**src/rtl/phys_reg_free_list.sv**
```systemverilog
// Rename-stage free list: circular queue of free physical register indices with a
// committed head for one-cycle flush recovery. Define FREE_LIST_DOUBLE_FREE_CHECK_EN for double-free detection.
module phys_reg_free_list #(
  parameter int PHYS_REGS   = 64,
  parameter int ARCH_REGS   = 32,
  parameter int ALLOC_WIDTH = 4,
  parameter int FREE_WIDTH  = 4,
  parameter int PW          = $clog2(PHYS_REGS)
) (
  input  logic                        clock,
  input  logic                        reset,
  input  logic [ALLOC_WIDTH-1:0]      alloc_valid,
  output logic                        alloc_ready,
  output logic [ALLOC_WIDTH*PW-1:0]   alloc_reg,
  input  logic [FREE_WIDTH-1:0]       commit_valid,
  input  logic [FREE_WIDTH-1:0]       commit_alloc,
  input  logic [FREE_WIDTH*PW-1:0]    commit_free_reg,
  input  logic                        flush,
  output logic [PW:0]                 free_count,
  output logic                        double_free_err
);
  localparam int CW = PW + 1;

  logic [PW-1:0] mem_reg [PHYS_REGS];
  logic [CW-1:0] head_reg, tail_reg, commit_head_reg;
  logic [CW-1:0] head_next, tail_next, commit_head_next;
  logic [CW-1:0] alloc_ofs [ALLOC_WIDTH+1];
  logic [CW-1:0] free_ofs [FREE_WIDTH+1];
  logic [CW-1:0] commit_cnt, alloc_cnt;
  logic [ALLOC_WIDTH-1:0] alloc_fire;
  logic [FREE_WIDTH-1:0]  free_en;
  logic [PW-1:0] free_reg [FREE_WIDTH];
  logic [PW-1:0] wr_idx [FREE_WIDTH];

  assign free_count  = tail_reg - head_reg;
  assign alloc_ready = (free_count >= CW'(ALLOC_WIDTH)) && !flush;

  genvar gi;
  generate
    for (gi = 0; gi < FREE_WIDTH; gi++) begin : g_free_lane
      assign free_reg[gi] = commit_free_reg[gi*PW +: PW];
      // x0 is never returned to the list
      assign free_en[gi]  = commit_valid[gi] && commit_alloc[gi] && (free_reg[gi] != '0);
      assign wr_idx[gi]   = tail_reg[PW-1:0] + free_ofs[gi][PW-1:0];
    end
    for (gi = 0; gi < ALLOC_WIDTH; gi++) begin : g_alloc_lane
      logic [PW-1:0] rd_idx;
      // requests are compacted: lane reads head plus the number of earlier requesting lanes
      assign rd_idx = head_reg[PW-1:0] + alloc_ofs[gi][PW-1:0];
      assign alloc_fire[gi] = alloc_valid[gi] && alloc_ready;
      assign alloc_reg[gi*PW +: PW] = alloc_fire[gi] ? mem_reg[rd_idx] : '0;
    end
  endgenerate

  always_comb begin
    alloc_ofs[0] = '0;
    for (int i = 0; i < ALLOC_WIDTH; i++)
      alloc_ofs[i+1] = alloc_ofs[i] + CW'(alloc_valid[i]);
    free_ofs[0] = '0;
    commit_cnt  = '0;
    for (int j = 0; j < FREE_WIDTH; j++) begin
      free_ofs[j+1] = free_ofs[j] + CW'(free_en[j]);
      // a commit consumes a list entry even when its stale register is x0
      commit_cnt    = commit_cnt + CW'(commit_valid[j] && commit_alloc[j]);
    end
    alloc_cnt        = alloc_ready ? alloc_ofs[ALLOC_WIDTH] : '0;
    tail_next        = tail_reg + free_ofs[FREE_WIDTH];
    commit_head_next = commit_head_reg + commit_cnt;
    head_next        = flush ? commit_head_next : head_reg + alloc_cnt;
  end

  always_ff @(posedge clock or posedge reset) begin
    if (reset) begin
      head_reg        <= '0;
      commit_head_reg <= '0;
      tail_reg        <= CW'(PHYS_REGS - ARCH_REGS);
      for (int i = 0; i < PHYS_REGS; i++)
        mem_reg[i] <= (i < PHYS_REGS - ARCH_REGS) ? PW'(ARCH_REGS + i) : '0;
    end else begin
      head_reg        <= head_next;
      tail_reg        <= tail_next;
      commit_head_reg <= commit_head_next;
      for (int j = 0; j < FREE_WIDTH; j++)
        if (free_en[j]) mem_reg[wr_idx[j]] <= free_reg[j];
    end
  end

`ifdef FREE_LIST_DOUBLE_FREE_CHECK_EN
  logic [PHYS_REGS-1:0] in_list_reg, in_list_next;
  logic [CW-1:0] live_cnt, live_ofs;
  logic dup_hit, err_reg;

  always_comb begin
    dup_hit      = 1'b0;
    live_cnt     = tail_reg - commit_head_next;
    live_ofs     = '0;
    in_list_next = in_list_reg;
    for (int j = 0; j < FREE_WIDTH; j++) begin
      if (free_en[j]) begin
        if (in_list_reg[free_reg[j]]) dup_hit = 1'b1;
        for (int k = 0; k < j; k++)
          if (free_en[k] && free_reg[k] == free_reg[j]) dup_hit = 1'b1;
      end
    end
    if (flush) begin
      // rebuild from the entries that survive recovery: commit_head up to the old tail
      in_list_next = '0;
      for (int k = 0; k < PHYS_REGS; k++) begin
        live_ofs = {1'b0, PW'(k) - commit_head_next[PW-1:0]};
        if (live_ofs < live_cnt) in_list_next[mem_reg[k]] = 1'b1;
      end
    end else begin
      for (int i = 0; i < ALLOC_WIDTH; i++)
        if (alloc_fire[i]) in_list_next[alloc_reg[i*PW +: PW]] = 1'b0;
    end
    for (int j = 0; j < FREE_WIDTH; j++)
      if (free_en[j]) in_list_next[free_reg[j]] = 1'b1;
  end

  always_ff @(posedge clock or posedge reset) begin
    if (reset) begin
      in_list_reg <= {{(PHYS_REGS-ARCH_REGS){1'b1}}, {ARCH_REGS{1'b0}}};
      err_reg     <= 1'b0;
    end else begin
      in_list_reg <= in_list_next;
      err_reg     <= err_reg | dup_hit;
    end
  end

  assign double_free_err = err_reg;
`else
  assign double_free_err = 1'b0;
`endif

endmodule

```
**config.mk**
```make
export PLATFORM = sky130hd
export DESIGN_NAME = phys_reg_free_list
export DESIGN_NICKNAME = d
export VERILOG_FILES = /design/src/rtl/phys_reg_free_list.sv
export SDC_FILE = /design/constraint.sdc
export NUM_CORES = 2
export LEC_CHECK = 0
export CORE_AREA = 5 5 295 297
export CTS_CLUSTER_DIAMETER = 40
export DETAILED_ROUTE_END_ITERATION = 8
export DIE_AREA = 0 0 300 302
export GPL_TIMING_DRIVEN = 0
export PLACE_DENSITY = 0.64
export SLEW_MARGIN = 10
export SYNTH_ARGS = -nofsm -noshare
export SYNTH_HDL_FRONTEND = slang
export SYNTH_SLANG_ARGS = --single-unit
```
**constraint.sdc**
```tcl
create_clock -name clock -period 18.6 [get_ports clock]
set_input_delay 1.86 -clock clock [delete_from_list [all_inputs] [get_ports clock]]
set_output_delay 1.86 -clock clock [all_outputs]
set_load 0.005 [all_outputs]
```
==> results.py <==
metrics = {
    "status": {
        "status": "complete, but fails checks",
        "violations": "DRC, capacitance limit, slew limit",
    },
    "timing": {
        "rsz0062_at_grt": "false",
        "skew_ns": 0.03392,
        "finalSetupViolCount": 0,
        "fin_setup_tns_ns": 0,
        "hold_viol_final": 0,
        "fmax_ghz": 0.08883,
        "post-route-min-period_ns": 11.26,
        "period_share": 0.6052,
        "slew_headroom": -0.03110,
        "drv_slew": 30,
        "tightestPinTransition_ns": 1.547,
    },
    "clocking": {
        "clkLatencyLatePin_ns": 0.72,
        "clk_transition_reported_paths_ns": 0.05,
        "cts_max_level": 3,
        "cts_buffer_depth": 3,
        "numCtsBuffers": 91,
        "cts_resized": 0,
        "cts_tree": "yes",
        "cts_root_buf": "clkbuf_16",
        "hold_buffers": 0,
        "numClockSinks": 405,
        "postCtsSetupBuffers": 0,
    },
    "floorplan": {
        "core_area_um2": 84340,
        "io_pins": 72,
        "die_w_um": 300,
        "start_util": 0.4937,
        "die_h_um": 302,
        "rows": 107,
        "dieArea_um2": 90600,
    },
    "power": {
        "seqPwrFrac": 0.203,
        "netSwitchingFraction": 0.5128,
        "p_per_area_nw_per_um2": 239.0,
        "pwr-share-comb": 0.632,
        "leakagePower_nw": 18.79,
        "p_clk_frac": 0.166,
        "p_int_mw": 5.567,
        "p_sw_mw": 5.860,
        "vdd_ir_drop_max_mv": 0.1347,
        "power_mw": 11.43,
    },
    "worst_setup_path": {
        "cp-endpoint": "alloc_reg[20]",
        "timing.rr.end": "head_reg[6]",
        "crit_path_end_kind": "output pin",
        "rrSetupSlack_ns": 11.67,
        "cpMaxStageDelayCell": "clkbuf_1",
        "cp-start-kind": "register",
        "critPathMostFrequentCell": "clkbuf_1",
        "worst_ep_arrival_time_ns": 9.40,
        "worstPathMaxFanout": 12,
        "crit_type": "reg -> out",
        "worst_r2r_path_depth": 20,
        "reg2reg_from": "head_reg[1]",
        "required_ns": 16.74,
        "cpPeakStageDelay_ns": 1.07,
        "crit_chain": "clkbuf_1 -> buf_2 -> buf_2 -> inv_1 -> clkbuf_1 -> fa_1 -> clkbuf_1 -> clkbuf_1 -> clkbuf_1 -> mux4_2 -> mux2i_1 -> a221oi_1 -> a22o_1 -> clkdlybuf4s50_1",
        "cp-startpoint": "head_reg[1]",
    },
    "logic_synthesis": {
        "synth-seq-area-share": 0.2468,
        "mappedNetlistNets": 4307,
        "synthDistinctLibCells": 82,
        "async_flop_share": 1.000,
        "synth_seq_cells": 405,
        "muxShareOfSynthArea": 0.3624,
        "syn_avg_cell_area_um2": 9.863,
        "synthFlopType": "dfrtp_1",
        "yosys.area.top_type": "mux4_2",
        "synth.area.top_cells": "mux4_2 24%, dfrtp_1 18%, mux2i_1 10%",
        "synth_compound_area_frac": 0.1783,
        "synth_edf_count": 0,
        "netlist_area_um2": 41640,
        "synth_fa_ha_area_frac": 0.01635,
        "synthXorXnorAreaFrac": 0.008834,
        "yosys.area_share.simple": 0.1376,
        "synth_top_family_by_area": "multiplexers",
        "synthCells": 4222,
        "yosys.area.top_type_share": 0.2401,
        "synth_warnings": 0,
    },
    "global_route": {
        "antenna_found_initial": 36,
        "grt_pass1_wl_um": 353200,
        "grt_max_degree": 112,
        "gr-total-overflow": 0,
        "grt_pass1_vias": 40729,
        "grt_usage": 0.5750,
    },
    "layout": {
        "fin_util": 0.5668,
        "final_common_cell": "nand2_1",
        "fin_area_um2": 47810,
        "drive_gt1_frac": 0.2348,
        "n_fill_cell": 7419,
        "largest_reg_flops": 384,
        "syn_to_final_growth_pct": 14.81,
        "fin_cells": 5633,
        "final_nets": 4492,
        "layout_common_cells": "554 x nand2_1, 487 x nor2_1, 444 x mux4_2",
    },
    "detailed_routing": {
        "vias": 46412,
        "routed_wl_um": 269100,
        "drcViolationCount": 32,
        "detail-route-antenna-nets": 0,
        "avgRoutedWirePerCell_um": 47.78,
        "drtIter0Drc": 9920,
        "drtPass1Iterations": 9,
        "post_drt_via_cell_ratio": 8.239,
    },
    "placed_design": {
        "io_buffers": 70,
        "hpwl_um": 197900,
        "dp_cells": 5401,
        "place_congestion": 1.146,
        "post_dp_cell_area_um2": 44130,
    },
    "min_path": {
        "hp-class": "reg -> reg",
    },
    "run": {
        "cap_violations": 6,
    },
}
[power groups by stage]
stage	Combinational, mW	Clock [mW]	Sequential (mW)
6_report	7.22	1.89	2.32
5_1_grt	7.11	1.91	2.24
4_1_cts	6.67	1.87	2.15
3_5_place_dp	6.64	0	2.16
3_3_place_gp	6.60	0	2.15
2_1_floorplan	4.22	0	1.66
[per-layer routing]
| layer | part of all wire | vias to the layer above | GRT usage |
|---|---|---|---|
| met3 | 0.20 | 1400 | 0.4127 |
| met4 | 0.099 | 22 | 0.4225 |
| met5 | 0.0017 | - | 0.05767 |
| li1 | - | 16892 | - |
| met1 | 0.34 | 22756 | 0.6934 |
| met2 | 0.35 | 5342 | 0.6893 |
[worst min path at each step]
| stage | from | endpoint | slack, ns | cells past startpoint |
|---|---|---|---|---|
| global route | tail_reg[6] | tail_reg[6] | 0.52 | 1 |
| floorplan | commit_head_reg[6] | commit_head_reg[6] | 0.44 | 1 |
| global placement | commit_head_reg[6] | commit_head_reg[6] | 0.46 | 1 |
| finish | commit_head_reg[6] | commit_head_reg[6] | 0.49 | 1 |
| detailed placement | commit_head_reg[6] | commit_head_reg[6] | 0.47 | 1 |
| CTS | commit_head_reg[6] | commit_head_reg[6] | 0.48 | 1 |
[layout make-up]
class / instances / area, um^2 / share of cell area
multi-input combinational: 3312 / 29420 / 0.6155
sequential: 405 / 10280 / 0.2149
clock buffer: 116 / 2502 / 0.05234
buffer: 467 / 1969 / 0.04119
tap: 1090 / 1364 / 0.02853
timing repair buffer: 92 / 1013 / 0.02120
clock inverter: 54 / 960.9 / 0.02010
inverter: 38 / 150.1 / 0.003141
antenna: 59 / 147.6 / 0.003088
[critical path: cells and delay by family, from the launching register on]
family	cells	cell delay [ns]
flip-flops	1	0.67
multiplexers	2	0.58
adder cells (fa/ha/maj)	1	0.74
AO/OA/AOI/OAI	2	1.31
buffers and inverters	9	5.32
[stage by stage]
step	worst slack, ns	hold slack (ns)
after floorplan	5.661	0.4437
after detailed placement	8.290	0.4702
after CTS	8.053	0.4796
after global placement	-0.5890	0.4596
after global routing	7.630	0.5204
final	7.343	0.4853
[cell families after synthesis]
family,Yosys count
other cells,1
xor+xnor,42
flops,405
compound gates,972
buf+inv,505
fa+ha+maj,46
mux,942
simple gates,1309
[synthesized netlist by cell type (6+ instances only)]
cell      number
nor4_4         8
a21oi_1      117
or2_2          6
inv_1         32
o21ai_0       21
fa_1          14
or3_1         12
a211oi_4       8
a22oi_1       24
a21boi_2      12
buf_2         97
o211ai_1      38
o22a_1         6
nand3b_1       7
o22ai_1       17
nor3_1        16
buf_4          7
nor2b_1       54
mux4_2       444
and2_1        11
xnor2_1       34
dfrtp_1      292
buf_1         27
a211oi_1     100
a221oi_1       9
nand4_1        7
mux2_2        84
a211o_1       56
dfstp_2      113
a221o_1      217
and3_1        45
nor2_1       488
nand3_1       55
nand2b_1       9
a31oi_1      300
xor2_1         8
a21o_1         9
nand2_1      555
nor3_2         6
ha_1          32
mux2i_1      414
clkbuf_1     333
Note: power is estimated with default switching activity, not from simulation.
==> variant: new RTL, same settings <==
Set the parameter `FREE_WIDTH` to 2 (it was 4).
--- a/src/rtl/phys_reg_free_list.sv
+++ b/src/rtl/phys_reg_free_list.sv
@@ -4,7 +4,7 @@
   parameter int PHYS_REGS   = 64,
   parameter int ARCH_REGS   = 32,
   parameter int ALLOC_WIDTH = 4,
-  parameter int FREE_WIDTH  = 4,
+  parameter int FREE_WIDTH  = 2,
   parameter int PW          = $clog2(PHYS_REGS)
 ) (
   input  logic                        clock,
Ports: changed (resized commit_alloc, commit_free_reg and commit_valid); port bits go from 72 to 56. No check against the original RTL was run, so the function may have changed too.
==> variant against the original RTL <==
Sequential power shrank 26%; final area shrank 17%; worst hold slack lost 0.0075 ns; non-clock buffer count shrank 249; setup slack gained 0.38 ns; count of clock-buffer cells in the layout shrank 8; synthesized area shrank 18%; clock power shrank 8%; synthesized cell count shrank 38%; wire length shrank 30%; sequential cell count is the same; power shrank 22%; first-iteration DRC count shrank 59%; critical path type is now input port to output pin; highest routed layer unchanged.
==> variant: results (changes against the original RTL) <==
| Metric | Value |
|---|---|
| Status | complete, no violations |
| Critical path endpoint | alloc_reg[21] |
| Worst Skew | 0.0369 ns (+0.00302 ns) |
| Post-synth top cells | mux2_2 (618), mux4_2 (454), dfrtp_1 (292) |
| Peak VDD IR | 107 uV (-21%) |
| CP max stage cell | o21ai_0 |
| Mapped Cells | 2611 (-38%) |
| Worst flop-to-flop path endpoint | head_reg[5] |
| Layout Nets | 2821 (-37%) |
| Leak | 16.1 nW (-14%) |
| R2R setup slack | 11.50 ns (-0.17 ns) |
| Vias/cell | 7.31 (-11%) |
| Mapped Nets | 2667 (-38%) |
| Met3 Usage GRT | 17.5% (-24 points) |
| Comb power frac | 61.4% (-1.8 points) |
| Final Wtd Congestion | 1.06 (-7.9%) |
| DR WL/cell | 48.1 um (+0.61%) |
| Dpl cells | 3764 (-30%) |
| Drt first-iter violations | 4066 (-59%) |
| Switching Share | 49.1% (-2.1 points) |
| Vias in the first global route | 28200 (-31%) |
| Share of cells above drive strength 1 | 52.2% (+29 points) |
| # fillers | 7583 (+2.2%) |
| Later-pin clock latency in the skew report | 0.67 ns (-0.05 ns) |
| Global-route wire length before repair | 253000 um (-28%) |
| Ranking of synthesized cells by area | mux4_2 (30%), dfrtp_1 (21%), mux2_2 (20%), dfstp_2 (8.7%), mux2i_1 (2.4%) |
| DRT Pass-1 Iters | 6 (-3) |
| GR Layer Usage met1 | 51.8% (-18 points) |
| Final Cycle Share | 58.5% (-2.1 points) |
| WL final | 189000 um (-30%) |
| Placed Area | 36200 sq um (-18%) |
| Synth cell types | 68 (-17%) |
| Met2 WL | 80300 um (-16%) |
| Rel. slew slack | 1.70% (+4.8 points) |
| Worst hold slack | 0.478 ns (-0.00746 ns) |
| Register-to-Register Path Depth | 19 (-5.0%) |
| GRT Total Usage | 41.3% (-16 points) |
| Seq pwr share | 19.1% (-1.2 points) |
| Hold depth | 1 (unchanged) |
| DRC | 0 (-100%) |
| Arrival time worst endpoint | 9.02 ns (-0.38 ns) |
| Combinational logic power | 5.48 mW (-24%) |
| Initial antenna violation count | 31 (-14%) |
| Routed met1 length | 69500 um (-24%) |
| CP Launch Point | alloc_valid[0] |
| Largest net degree at the start of global routing | 116 (+3.6%) |
| Placed wire-length estimate | 146000 um (-26%) |
| Finished layout cell area | 39500 sq um (-17%) |
| CTS buffer count | 89 (-2.2%) |
| Worst R2R Start | head_reg[1] |
| Buffers on Ports | 53 (-24%) |
| Worst slack, placed | 7.89 ns (-0.404 ns) |
| CP Max Fanout | 10 (-2) |
[variant: changes by cell type in the layout (fill, tap and decap cells not counted), moves of 97 or more]
cell      unedited run  this run
a221o_1            217         0
a31oi_1            299         6
mux2_2              84       618
nor2_1             487       120
clkbuf_1           309       150
mux2i_1            414        82
a211oi_1            99         2
nand2_1            554       122
[variant: kinds of logic after synthesis]
| logic type | synth area share, % |
|---|---|
| XOR/XNOR | 0.818 |
| flip-flops | 30.1 |
| AND/OR/NAND/NOR | 6.83 |
| buffers and inverters | 3.62 |
| other | 0.0110 |
| AO/OA/AOI/OAI | 3.32 |
| multiplexers | 53.9 |
| adder cells (fa/ha/maj) | 1.39 |
[variant: cell type report]
cell class / instances / share of cell area, %
multi-input combinational: 1937 / 57.3
inverter: 22 / 0.228
tap: 1090 / 3.45
buffer: 247 / 2.96
clock buffer: 108 / 6.10
timing repair buffer: 63 / 1.76
antenna: 9 / 0.0570
clock inverter: 59 / 2.10
sequential: 405 / 26.0
